## config.mk

```make
export PLATFORM = sky130hd
export DESIGN_NAME = tx_arbiter_flat
export DESIGN_NICKNAME = d
export VERILOG_FILES = /design/src/rtl/tx_arbiter_if.sv /design/src/rtl/tx_arbiter.sv /design/src/flat_wrapper.sv
export SDC_FILE = /design/constraint.sdc
export NUM_CORES = 1
export LEC_CHECK = 0
export BUFFER_PORTS_ARGS = -buffer_cell sky130_fd_sc_hd__buf_2
export CELL_PAD_IN_SITES_DETAIL_PLACEMENT = 0
export CELL_PAD_IN_SITES_GLOBAL_PLACEMENT = 1
export CORE_UTILIZATION = 30
export DETAILED_ROUTE_END_ITERATION = 10
export GPL_ROUTABILITY_DRIVEN = 1
export PLACE_DENSITY = 0.74
export RECOVER_POWER = 50
export SLEW_MARGIN = 20
export SYNTH_ARGS = -nofsm -noshare
export SYNTH_HDL_FRONTEND = slang
export SYNTH_SLANG_ARGS = --single-unit
```

## constraint.sdc

```tcl
create_clock -name clk_i -period 2.3 [get_ports clk_i]
set_input_delay 0.23 -clock clk_i [delete_from_list [all_inputs] [get_ports clk_i]]
set_output_delay 0.23 -clock clk_i [all_outputs]
set_load 0.005 [all_outputs]
```

## src/rtl/tx_arbiter_if.sv

```systemverilog
// Shared bus widths and the arbiter <-> serial TX controller port bundle.
// Handshake: the arbiter holds valid with a stable payload until ready completes the transfer, then drops valid for one cycle.
package bus_pkg;
    localparam int ADDR_WIDTH = 16;
    localparam int DATA_WIDTH = 8;
endpackage

interface tx_arbiter_if;
    import bus_pkg::*;

    logic                  valid;
    logic [ADDR_WIDTH-1:0] addr;
    logic [DATA_WIDTH-1:0] wdata;
    logic                  we;
    logic                  ready;

    modport master (output valid, output addr, output wdata, output we, input ready);
    modport slave  (input valid, input addr, input wdata, input we, output ready);
endinterface

```

## src/rtl/tx_arbiter.sv

```systemverilog
// Round-robin arbiter sharing one serial TX controller between NUM_REQ requesters,
// with a stable registered payload, per-requester done/error pulses and a hung-transfer watchdog.
module tx_arbiter
    import bus_pkg::*;
#(
    parameter int NUM_REQ        = 2,
    parameter int TIMEOUT_CYCLES = 1024
) (
    input  logic                                 clk_i,
    input  logic                                 rst_ni,
    input  logic [NUM_REQ-1:0]                   req_valid_i,
    input  logic [NUM_REQ-1:0][ADDR_WIDTH-1:0]   req_addr_i,
    input  logic [NUM_REQ-1:0][DATA_WIDTH-1:0]   req_wdata_i,
    input  logic [NUM_REQ-1:0]                   req_we_i,
    output logic [NUM_REQ-1:0]                   req_gnt_o,
    output logic [NUM_REQ-1:0]                   req_done_o,
    output logic [NUM_REQ-1:0]                   req_err_o,
    tx_arbiter_if.master                         tx,
    output logic                                 busy_o,
    output logic [1:0]                           dbg_state_o
);

    localparam int IDX_W = (NUM_REQ > 1) ? $clog2(NUM_REQ) : 1;
    localparam int CNT_W = (TIMEOUT_CYCLES > 0) ? $clog2(TIMEOUT_CYCLES + 1) : 1;
    localparam logic [CNT_W-1:0] CNT_LAST = (TIMEOUT_CYCLES > 0) ? CNT_W'(TIMEOUT_CYCLES - 1) : '0;
    localparam logic [IDX_W-1:0] LAST_RST = IDX_W'(NUM_REQ - 1);
    localparam bit WDOG_EN = (TIMEOUT_CYCLES != 0);

    typedef enum logic [1:0] {
        ST_IDLE    = 2'd0,
        ST_ISSUE   = 2'd1,
        ST_WAIT    = 2'd2,
        ST_RELEASE = 2'd3
    } state_e;

    state_e                state_q;
    logic [IDX_W-1:0]      last_q;
    logic [IDX_W-1:0]      gnt_idx_q;
    logic [ADDR_WIDTH-1:0] addr_q;
    logic [DATA_WIDTH-1:0] wdata_q;
    logic                  we_q;
    logic [CNT_W-1:0]      cnt_q;
    logic [NUM_REQ-1:0]    gnt_q;
    logic                  valid_q;
    logic                  busy_q;

    logic                  win_vld_d;
    logic [IDX_W-1:0]      win_idx_d;
    logic                  timeout_hit;
    logic [NUM_REQ-1:0]    owner_onehot;

    // Search starts just above the last winner, so the previous owner is considered last.
    always_comb begin : arb
        int               cand;
        logic [IDX_W-1:0] cand_idx;
        win_vld_d = 1'b0;
        win_idx_d = last_q;
        cand      = 0;
        cand_idx  = '0;
        for (int i = 1; i <= NUM_REQ; i++) begin
            cand = int'(last_q) + i;
            if (cand >= NUM_REQ) begin
                cand = cand - NUM_REQ;
            end
            cand_idx = IDX_W'(cand);
            if (!win_vld_d && req_valid_i[cand_idx]) begin
                win_vld_d = 1'b1;
                win_idx_d = cand_idx;
            end
        end
    end

    assign timeout_hit  = WDOG_EN && (cnt_q == CNT_LAST);
    assign owner_onehot = NUM_REQ'(1) << gnt_idx_q;

    always_ff @(posedge clk_i or negedge rst_ni) begin
        if (!rst_ni) begin
            state_q   <= ST_IDLE;
            last_q    <= LAST_RST;
            gnt_idx_q <= '0;
            addr_q    <= '0;
            wdata_q   <= '0;
            we_q      <= 1'b0;
            cnt_q     <= '0;
            gnt_q     <= '0;
            valid_q   <= 1'b0;
            busy_q    <= 1'b0;
        end else begin
            case (state_q)
                ST_IDLE: begin
                    if (tx.ready && win_vld_d) begin
                        state_q   <= ST_ISSUE;
                        gnt_idx_q <= win_idx_d;
                        last_q    <= win_idx_d;
                        addr_q    <= req_addr_i[win_idx_d];
                        wdata_q   <= req_wdata_i[win_idx_d];
                        we_q      <= req_we_i[win_idx_d];
                        gnt_q     <= NUM_REQ'(1) << win_idx_d;
                        valid_q   <= 1'b1;
                        busy_q    <= 1'b1;
                    end
                end
                ST_ISSUE: begin
                    state_q <= ST_WAIT;
                    cnt_q   <= '0;
                end
                ST_WAIT: begin
                    if (cnt_q != {CNT_W{1'b1}}) begin
                        cnt_q <= cnt_q + CNT_W'(1);
                    end
                    if (tx.ready || timeout_hit) begin
                        state_q <= ST_RELEASE;
                        gnt_q   <= '0;
                        valid_q <= 1'b0;
                    end
                end
                ST_RELEASE: begin
                    state_q <= ST_IDLE;
                    busy_q  <= 1'b0;
                end
                default: begin
                    state_q <= ST_IDLE;
                    gnt_q   <= '0;
                    valid_q <= 1'b0;
                    busy_q  <= 1'b0;
                end
            endcase
        end
    end

    // Completion takes precedence over a watchdog abort in the same cycle.
    assign req_done_o = (state_q == ST_WAIT && tx.ready) ? owner_onehot : '0;
    assign req_err_o  = (state_q == ST_WAIT && !tx.ready && timeout_hit) ? owner_onehot : '0;

    assign req_gnt_o   = gnt_q;
    assign tx.valid    = valid_q;
    assign tx.addr     = addr_q;
    assign tx.wdata    = wdata_q;
    assign tx.we       = we_q;
    assign busy_o      = busy_q;
    assign dbg_state_o = state_q;

endmodule
```

## src/flat_wrapper.sv

```systemverilog
// flat-port wrapper written by rule: the top's interface ports become plain ports
module tx_arbiter_flat import bus_pkg::*;
#(
    parameter int NUM_REQ        = 2,
    parameter int TIMEOUT_CYCLES = 1024
)
  (clk_i, rst_ni, req_valid_i, req_addr_i, req_wdata_i, req_we_i, req_gnt_o, req_done_o, req_err_o, busy_o, dbg_state_o, tx_valid, tx_addr, tx_wdata, tx_we, tx_ready);
  tx_arbiter_if tx_i ();
  input  logic clk_i;
  input  logic rst_ni;
  input  logic [NUM_REQ-1:0] req_valid_i;
  input  logic [NUM_REQ-1:0][ADDR_WIDTH-1:0] req_addr_i;
  input  logic [NUM_REQ-1:0][DATA_WIDTH-1:0] req_wdata_i;
  input  logic [NUM_REQ-1:0] req_we_i;
  output logic [NUM_REQ-1:0] req_gnt_o;
  output logic [NUM_REQ-1:0] req_done_o;
  output logic [NUM_REQ-1:0] req_err_o;
  output logic busy_o;
  output logic [1:0] dbg_state_o;
  output wire logic [$bits(tx_i.valid)-1:0] tx_valid;
  output wire logic [$bits(tx_i.addr)-1:0] tx_addr;
  output wire logic [$bits(tx_i.wdata)-1:0] tx_wdata;
  output wire logic [$bits(tx_i.we)-1:0] tx_we;
  input wire logic [$bits(tx_i.ready)-1:0] tx_ready;
  assign tx_valid = tx_i.valid;
  assign tx_addr = tx_i.addr;
  assign tx_wdata = tx_i.wdata;
  assign tx_we = tx_i.we;
  assign tx_i.ready = tx_ready;
  tx_arbiter #(.NUM_REQ(NUM_REQ), .TIMEOUT_CYCLES(TIMEOUT_CYCLES)) u_core (.clk_i(clk_i), .rst_ni(rst_ni), .req_valid_i(req_valid_i), .req_addr_i(req_addr_i), .req_wdata_i(req_wdata_i), .req_we_i(req_we_i), .req_gnt_o(req_gnt_o), .req_done_o(req_done_o), .req_err_o(req_err_o), .tx(tx_i), .busy_o(busy_o), .dbg_state_o(dbg_state_o));
endmodule
```

==> results_dict.tcl <==
set metrics [dict create \
    cts.repair.resized 0 \
    vias 1919 \
    worstPathRequired_ns 2.07 \
    yosys_warnings 0 \
    dr.first_iter.drc_count 68 \
    rsz0062_at_grt "no" \
    n_fill_cell 742 \
    yosysSeqAreaShare_pct 47.8 \
    dp_slack_ns 0.453 \
    syn_area_per_cell_um2 9.93 \
    grt_pass1_vias 1780 \
    clock_path_buffers 2 \
    die_y_um 89.7 \
    hold_ws_ns 0.188 \
    tightest_slew_ns 1.09 \
    yosysMostFrequentCell "dfrtp_1" \
    crit_arrival_ns 1.82 \
    insertion_delay_ns 0.30 \
    gp_congestion 0.812 \
    row_count 31 \
    status "completed" \
    die_w_um 89.7 \
    slew_violations 0 \
    pin_count 90 \
    numPlacedInstances 410 \
    cap_violations 0 \
    yosysTopAreaCell "dfrtp_1" \
    worstReg2RegStart "u_core.dbg_state_o[0]$_DFFE_PN0P_" \
    power_density_mw_per_mm2 1070 \
    r2r_end "u_core.req_gnt_o[1]$_DFFE_PN0P_" \
    synth-seq-cells 44 \
    initial_core_util_pct 31.4 \
    track_usage_pct 14.2 \
    peakVddDrop_v 0.000407 \
    h-tree-depth 2 \
    cp_max_fo 5 \
    postLayoutCellArea_mm2 0.00296 \
    dpl_cell_area_mm2 0.00286 \
    worstSetupEndpoint "req_err_o[1]" \
    final_antenna_net_count 0 \
    period_needed_ns 2.05 \
    die-area_mm2 0.00804 \
    clock-sinks 44 \
    worstSetupPathType "register to output pin" \
    syn_area_mm2 0.00230 \
    ys_top_cells_by_count "dfrtp_1, nand2_1, o21ai_1" \
    setup_ws_ns 0.246 \
    synthToLayoutAreaGrowth_pct 28.6 \
    synthTopCellsByArea "dfrtp_1, mux2i_1, o21ai_1, nand2_1, ha_1" \
    finalHoldViolations 0 \
    slew_headroom_pct 27.0 \
    fin_nets 381 \
    routedWlPerCell_um 12.5 \
    fmax_mhz 487 \
    drc 0 \
    reg2regPathDepth 6 \
    core_area_mm2 0.00733 \
    grt-ovfl-total 0 \
    antenna_found_initial 0 \
    finalPower_mw 3.18 \
    async_flop_share_pct 100 \
    synthCells 232 \
    synth_flop_cell "dfrtp_1" \
    clk_pin_slew_worst_paths_ns 0.08 \
    fin_crit_sh_pct 89.3 \
    first_pass_iters 4 \
    wl_mm 5.26 \
    clock_skew_ns 0.00459 \
    cts_tree "built" \
    synth_top_area_share_pct 46.7 \
    io_buffer_count 89 \
    grt_max_degree 35 \
    grt_pass1_wl_mm 8.57 \
    worst_setup_path_start_kind "register" \
    routed_via_density 4.57 \
    drive_gt1_share_pct 29.9 \
    synth_edf_count 0 \
    ff2ff_setup_slack_ns 0.47 \
    cts-root-buf "clkbuf_8" \
    dp_hpwl_mm 3.96 \
    worstSetupStartpoint "u_core.cnt_q[0]$_DFFE_PN0P_" \
    setup_viol 0 \
    numCtsBuffers 5 \
    p_leak_nw 1.50 \
    critPathCaptureType "output pin" \
    fin_tns_setup_ns 0 \
    synth_nets 293 \
    fin_cells 420 \
    ys_types 42 \
    min-delay-path-class "input port to register" \
    diodes 0 \
    postLayoutCoreUtil_pct 40.4 \
]
-- state kept, by name, summed over array words and instances, names as in the netlist --
signal              cells
u_core.tx.addr         16
u_core.cnt_q           11
u_core.tx.wdata         8
u_core.dbg_state_o      2
u_core.req_gnt_o        2
u_core.busy_o           1
u_core.gnt_idx_q        1
u_core.last_q           1
u_core.tx.valid         1
u_core.tx.we            1
-- layout by cell type, fill, tap and decap left out, types with 2 or more instances in the layout --
| cell type | n |
|---|---|
| nor4_1 | 2 |
| o211ai_1 | 2 |
| nor2b_1 | 2 |
| nand4_1 | 3 |
| dfrtp_1 | 43 |
| nor3_1 | 2 |
| nand4_4 | 2 |
| clkbuf_8 | 6 |
| a21o_1 | 3 |
| inv_1 | 7 |
| clkbuf_1 | 16 |
| mux2i_1 | 27 |
| o21ai_1 | 30 |
| ha_1 | 6 |
| nand3_1 | 7 |
| a21oi_1 | 4 |
| and4_4 | 2 |
| nor2_1 | 13 |
| nand2b_1 | 2 |
| a211oi_1 | 2 |
| buf_2 | 76 |
| nand2_1 | 38 |
| a31oi_1 | 2 |
-- critical path: stages (launching register included) --
cell,delay (ns)
dfrtp_1,0.43
ha_1,0.25
and4_4,0.30
nand3_1,0.13
nor4_1,0.25
buf_2,0.16
-- layout make-up --
class / instances / area, um2 / area share (%)
clock buffer: 7 / 86.3 / 2.91
sequential: 44 / 1100 / 37.2
clock inverter: 1 / 7.51 / 0.253
timing repair buffer: 95 / 502 / 16.9
inverter: 7 / 26.3 / 0.886
multi-input combinational: 167 / 1120 / 37.7
tap: 99 / 124 / 4.18
-- timing repair --
item / 4_1_cts / 5_1_grt
hold buffers: 1 / 0
endpoints found under the setup margin: 0 / 0
buffers inserted: 0 / 0
hold endpoints to repair: 6 / 0
-- how the worst min path moves through the flow --
stage,start,depth (start not counted),slack (ns),to
after CTS,req_addr_i[19],3,0.19,u_core.tx.addr[3]$_DFFE_PN0P_
after floorplan,rst_ni,0,-0.07,u_core.busy_o$_DFFE_PN0P_
final,req_wdata_i[15],3,0.19,u_core.tx.wdata[7]$_DFFE_PN0P_
after global routing,req_wdata_i[15],3,0.19,u_core.tx.wdata[7]$_DFFE_PN0P_
after detailed placement,rst_ni,1,0.09,u_core.cnt_q[10]$_DFFE_PN0P_
after global placement,rst_ni,1,0.08,u_core.cnt_q[10]$_DFFE_PN0P_
-- cell families (layout without fill, tap and decap cells) --
kind of cell    after synthesis  in the layout  share of synthesized area, %
flops                        44             44                          47.8
mux                          28             28                          12.2
buf+inv                      21            110                          4.61
simple gates                 75             75                          16.1
xor+xnor                      2              2                         0.760
fa+ha+maj                     6              6                          3.26
compound gates               56             56                          15.2
-- layer usage --
metal	global-route usage, %	vias to the layer above	wire length [um]
met5	0	-	0
met4	5.77	0	102
met3	3.93	9	311
met2	22.0	60	2420
met1	18.9	858	2420
li1	-	992	-
-- power by group --
part	switching, mW	leakage [nW]	internal, mW
Clock	0.268	0.0445	0.244
Combinational	0.719	0.896	0.652
Sequential	0.211	0.556	1.08
Total	1.20	1.50	1.98
No activity file was read; power rests on OpenSTA's default activity.
